===== src/rtl/mem_arbiter.sv =====
// mem_arbiter: serialises NUM_REQ cache clients onto one memory-controller port, round-robin by default.
// Define MEM_ARB_FIXED_PRIO_EN for fixed priority (lowest index wins, no rotating pointer).
package mem_arbiter_pkg;
  typedef struct packed {
    logic         valid;
    logic         rw;
    logic [31:0]  addr;
    logic [127:0] data;
  } mci_request_t;
  typedef struct packed {
    logic         ready;
    logic [127:0] data;
  } mci_response_t;
endpackage

module mem_arbiter
  import mem_arbiter_pkg::*;
#(
  parameter int NUM_REQ = 2
) (
  input  logic                           clk,
  input  logic                           rst,
  input  mci_request_t  [NUM_REQ-1:0]    cli_req,
  output mci_response_t [NUM_REQ-1:0]    cli_res,
  output mci_request_t                   mem_req,
  input  mci_response_t                  mem_res,
  output logic                           busy,
  output logic [$clog2(NUM_REQ)-1:0]     grant
);
  localparam int GW = $clog2(NUM_REQ);
  typedef enum logic [1:0] {IDLE, ISSUE, WAIT} state_t;
  state_t             state, state_nxt;
  logic [NUM_REQ-1:0] pend, slot_rw;
  logic [31:0]        slot_addr [NUM_REQ];
  logic [127:0]       slot_data [NUM_REQ];
  logic [GW-1:0]      winner;
  logic               req_rw;
  logic [31:0]        req_addr;
  logic [127:0]       req_data;
  logic               start, done;
  assign start = (state == IDLE) && (|pend);
  assign done  = (state == WAIT) && mem_res.ready;
  always_ff @(posedge clk) state <= rst ? IDLE : state_nxt;
  always_comb begin
    state_nxt = (state == IDLE)  ? (start ? ISSUE : IDLE) :
                (state == ISSUE) ? WAIT : (done ? IDLE : WAIT);
  end
`ifdef MEM_ARB_FIXED_PRIO_EN
  always_comb begin
    winner = '0;
    for (int i = NUM_REQ - 1; i >= 0; i--)
      if (pend[i]) winner = GW'(i);
  end
`else
  logic [GW-1:0] ptr;
  // descending search distance, so the last hit is the nearest pending client at or above ptr
  always_comb begin
    winner = '0;
    for (int j = NUM_REQ - 1; j >= 0; j--)
      for (int i = 0; i < NUM_REQ; i++)
        if (pend[i] && i == (int'(ptr) + j) % NUM_REQ) winner = GW'(i);
  end
  always_ff @(posedge clk) begin
    if (rst) ptr <= '0;
    else if (done) ptr <= (int'(grant) == NUM_REQ - 1) ? '0 : grant + GW'(1);
  end
`endif
  // the completing owner's clear wins over any pulse it sends in the same cycle
  always_ff @(posedge clk) begin
    for (int i = 0; i < NUM_REQ; i++) begin
      if (rst) pend[i] <= 1'b0;
      else if (done && grant == GW'(i)) pend[i] <= 1'b0;
      else if (cli_req[i].valid) pend[i] <= 1'b1;
      if (!rst && cli_req[i].valid && !pend[i]) begin
        slot_rw[i]   <= cli_req[i].rw;
        slot_addr[i] <= cli_req[i].addr;
        slot_data[i] <= cli_req[i].data;
      end
    end
  end
  always_ff @(posedge clk) begin
    if (rst) begin
      grant    <= '0;
      req_rw   <= 1'b0;
      req_addr <= '0;
      req_data <= '0;
    end else if (start) begin
      grant    <= winner;
      req_rw   <= slot_rw[winner];
      req_addr <= slot_addr[winner];
      req_data <= slot_data[winner];
    end
  end
  always_comb begin
    mem_req.valid = (state == ISSUE);
    mem_req.rw    = req_rw;
    mem_req.addr  = req_addr;
    mem_req.data  = req_data;
    busy          = (state != IDLE);
    for (int i = 0; i < NUM_REQ; i++) begin
      cli_res[i].ready = done && grant == GW'(i);
      cli_res[i].data  = mem_res.data;
    end
  end
endmodule


===== config.mk =====
export PLATFORM = sky130hd
export DESIGN_NAME = mem_arbiter
export DESIGN_NICKNAME = d
export VERILOG_FILES = /design/src/rtl/mem_arbiter.sv
export SDC_FILE = /design/constraint.sdc
export NUM_CORES = 1
export LEC_CHECK = 0
export BUFFER_PORTS_ARGS = -buffer_cell sky130_fd_sc_hd__buf_4
export CORE_AREA = 2 2 341 343
export DETAILED_ROUTE_END_ITERATION = 8
export DIE_AREA = 0 0 343 345
export HOLD_SLACK_MARGIN = 0.08
export PLACE_DENSITY_LB_ADDON = 0.2
export SYNTH_ARGS = -nofsm -noshare
export SYNTH_HDL_FRONTEND = slang
export SYNTH_SLANG_ARGS = --single-unit

===== constraint.sdc =====
create_clock -name clk -period 12.5 [get_ports clk]
set_input_delay 0.625 -clock clk [delete_from_list [all_inputs] [get_ports clk]]
set_output_delay 0.625 -clock clk [all_outputs]
set_load 0.01 [all_outputs]

==> results_tabular.tex <==
\begin{tabular}{lr}
\hline
Metric & Value \\
\hline
\multicolumn{2}{l}{\textbf{Placed design}} \\
\quad Pre-CTS setup slack & 8906 ps \\
\quad HPWL reported at the end of detailed placement & 66170 um \\
\quad Count of input and output buffers & 492 \\
\quad Global placer's final weighted congestion & 0.8513 \\
\multicolumn{2}{l}{\textbf{Detailed routing}} \\
\quad Detailed Routing Iterations Pass 1 & 5 \\
\quad Routed vias & 14.32k \\
\quad Total wirelength of the detailed-routed design & 92740 um \\
\quad Via density & 4.162 \\
\quad DRC viols & 0 \\
\quad DRT antenna net count & 0 \\
\quad Average wire per standard cell & 26.96 um \\
\quad Number of design-rule violations left by the first detailed-router iteration & 794 \\
\multicolumn{2}{l}{\textbf{STA}} \\
\quad Worst slack on hold paths & 137.9 ps \\
\quad Max Fclk & 291.9 MHz \\
\quad Worst clock skew on the final layout & 47.61 ps \\
\quad Number of failing hold endpoints at the final stage & 0 \\
\quad RSZ-0062 raised after global routing & no \\
\quad Worst rel slew slack & 22.21\% \\
\quad Setup-failing EPs final & 0 \\
\quad Final Critical Period & 3426 ps \\
\quad Final Cycle Share & 27.40\% \\
\quad Setup slack of the critical path after layout & 9074 ps \\
\quad Number of slew-limit violations in the final report & 0 \\
\quad Transition time of the tightest slew-check pin & 1167 ps \\
\multicolumn{2}{l}{\textbf{Worst setup path}} \\
\quad Setup CP Type & flip-flop to flip-flop \\
\quad Reg2Reg Setup Slack & 9070 ps \\
\quad Worst Path Required & 12960 ps \\
\quad Critical Path Source Type & flip-flop \\
\quad Largest fanout on the critical path & 54 \\
\quad Arr. time, crit path & 3880 ps \\
\quad Crit. End Element & flip-flop \\
\multicolumn{2}{l}{\textbf{Logic synthesis}} \\
\quad Cells after Synth & 1559 \\
\quad Seq/Total Area, Yosys & 64.59\% \\
\quad EDFF count, synth & 322 \\
\quad Post-synth design cell area & 20150 um\^{}2 \\
\quad Warning count from the yosys run & 0 \\
\quad Main flop type after synthesis & edfxtp\_1 \\
\quad Distinct cell type count after synthesis & 26 \\
\quad Seq cells post-synth & 489 \\
\quad Syn\_nets & 2014 \\
\quad Synthesized area per cell & 12.92 um\^{}2 \\
\quad Async SR Flop Fraction & 0\% \\
\multicolumn{2}{l}{\textbf{Clocking}} \\
\quad Number of buffers created by CTS & 59 \\
\quad Number of H-tree levels & 2 \\
\quad Clock Tree Root & clkbuf\_16 \\
\quad Clock-pin slew on the worst setup and hold paths & 60 ps \\
\quad Post-CTS setup buffer count & 0 \\
\quad Maximum number of buffers from clock root to sink & 3 \\
\quad Clk\_lat worst skew & 660 ps \\
\quad CTS tree & done \\
\quad Number of sinks handled by clock tree synthesis & 489 \\
\multicolumn{2}{l}{\textbf{Pwr}} \\
\quad Power after layout & 4.362 mW \\
\quad Sw frac & 27.46\% \\
\quad Internal Pwr Total & 3.164 mW \\
\quad Net load switching power & 1.198 mW \\
\quad Power share of the combinational group & 15.9\% \\
\quad Portion of total power attributed to sequential cells & 44.1\% \\
\quad Standby leakage power & 9.281 nW \\
\quad Clock group share of total power & 40.1\% \\
\quad Power density over cell area & 163.7 nW/um\^{}2 \\
\quad Worst vdd ir & 0.1083 mV \\
\multicolumn{2}{l}{\textbf{Final layout}} \\
\quad Proportion of layout cells with a drive suffix above 1 & 36.44\% \\
\quad Net total in the final layout & 2318 \\
\quad P\&R area growth vs syn & 32.25\% \\
\multicolumn{2}{l}{\textbf{Die}} \\
\quad Number of rows created at floorplan & 125 \\
\quad Overall die area & 118300 um\^{}2 \\
\quad Overall die height & 345 um \\
\quad Horizontal die dimension & 343 um \\
\quad I/O pin total & 877 \\
\quad Standard cell core area & 115100 um\^{}2 \\
\quad Starting Density & 17.50\% \\
\multicolumn{2}{l}{\textbf{Global route}} \\
\quad Antenna violations before repair & 12 \\
\quad Via count of the first global-routing pass & 15.10k \\
\quad Global-route wire length before repair & 125200 um \\
\quad Overflow left after global routing & 0 \\
\quad Total global-route track usage & 14.93\% \\
\quad Maximum number of pins on one net before global-route repair & 164 \\
\multicolumn{2}{l}{\textbf{Min path}} \\
\quad Classification of the worst-slack hold path & input port to flip-flop \\
\multicolumn{2}{l}{\textbf{Run}} \\
\quad Max-cap violation count & 0 \\
\multicolumn{2}{l}{\textbf{Run status}} \\
\quad Outcome & complete, no violations \\
\hline
\end{tabular}
==> path summary, 6_finish.rpt <==
kind,from,to,cells past startpoint
min,cli_req[64],slot_data[0][64],1
max,pend[1],req_data[1],5
max reg2reg,pend[1],req_data[1],5
min reg2reg,grant,grant,2
==> placed cells by master (no fill, tap or decap) <==
cell	synthesis	layout
clkbuf_1	70	22
and2b_4	0	1
inv_1	2	2
nand3_1	162	162
nor2_1	5	5
or2_4	0	1
a311oi_1	72	72
bufinv_16	0	5
nor3b_1	3	1
clkinv_4	0	3
nor3b_2	0	2
clkbuf_16	0	59
nor3_1	3	3
clkinv_2	0	6
clkinv_16	0	2
a311oi_2	89	89
dfxtp_1	167	166
nand3b_1	1	1
nor2b_1	1	1
buf_4	269	510
and4bb_2	1	1
clkinv_1	0	2
nor2_4	1	2
dfxtp_4	0	1
edfxtp_1	322	322
buf_12	0	2
nand2b_4	0	1
clkbuf_8	0	9
a21oi_1	163	163
diode_2	0	6
dlygate4sd3_1	0	130
o21ai_0	162	162
inv_6	0	2
==> per-stage QoR <==
stage	setup TNS, ps	area [um^2]	utilization (%)	instances
global route	0	26640	23.14	3440
floorplan	-343610	20150	-	1559
CTS	0	26630	23.13	3434
finish	0	26640	23.14	3440
detailed placement	0	23370	20.31	3196
global placement	0	23370	20.31	3196
==> Yosys cell counts, types with 2 or more instances <==
cell	n	share of area, %
o21ai_0	162	4.0
buf_6	2	0.11
clkbuf_1	70	1.3
a311oi_2	89	6.6
a21oi_1	163	4.0
dfxtp_1	167	17
nand3_1	162	4.0
inv_1	2	0.037
nor3b_1	3	0.11
buf_2	48	1.2
nor3_1	3	0.075
buf_4	269	10
nor2_1	5	0.093
a311oi_1	72	3.1
edfxtp_1	322	48
clkbuf_4	3	0.11
buf_1	8	0.15
==> layout make-up <==
class	instances	area (um^2)
antenna	6	15.01
fill	12320	88470
tap	1524	1907
multi-input combinational	667	4552
timing repair buffer	643	5184
sequential	489	13020
clock inverter	19	282.8
clock buffer	89	1669
inverter	3	16.27
==> registers in the layout, indices dropped and copies added, names as in the netlist <==
| signal | count |
|---|---|
| slot_rw | 2 |
| grant | 1 |
| slot_addr | 64 |
| req_addr | 32 |
| ptr | 1 |
| req_data | 128 |
| state | 2 |
| slot_data | 256 |
| req_rw | 1 |
| pend | 2 |
==> worst max-delay path, cell delays in order (launching register included) <==
cell and delay (ps):
dfxtp_4 720, nor2_1 290, nor2_4 570, buf_4 560
buf_4 740, a311oi_2 200
==> power by group through the flow <==
stage          clock [mW]  sequential (mW)  combinational (mW)
6_report             1.75             1.92               0.692
2_1_floorplan           0             1.98               0.387
3_3_place_gp            0             1.96               0.678
3_5_place_dp            0             1.96               0.681
5_1_grt              1.86             1.93               0.751
4_1_cts              1.81             1.93               0.716
==> routing by layer <==
layer	wire (um)	GRT usage [%]	share of wire, %	vias to the layer above
met1	31260	14.95	34	7027
li1	-	-	-	6280
met4	3186	5.196	3.4	8
met5	127	0.7761	0.14	-
met2	46160	25.99	50	887
met3	12000	8.014	13	114
==> timing repair <==
action,in CTS,in global routing
hold buffers,130,0
hold endpoints to repair,130,0
resized for setup,0,0
==> logic make-up after synthesis <==
family / synth area share (%)
AND/OR/NAND/NOR: 4.621
flip-flops: 64.59
buffers and inverters: 12.95
AO/OA/AOI/OAI: 17.84
Note: power is estimated with default switching activity, not from simulation.
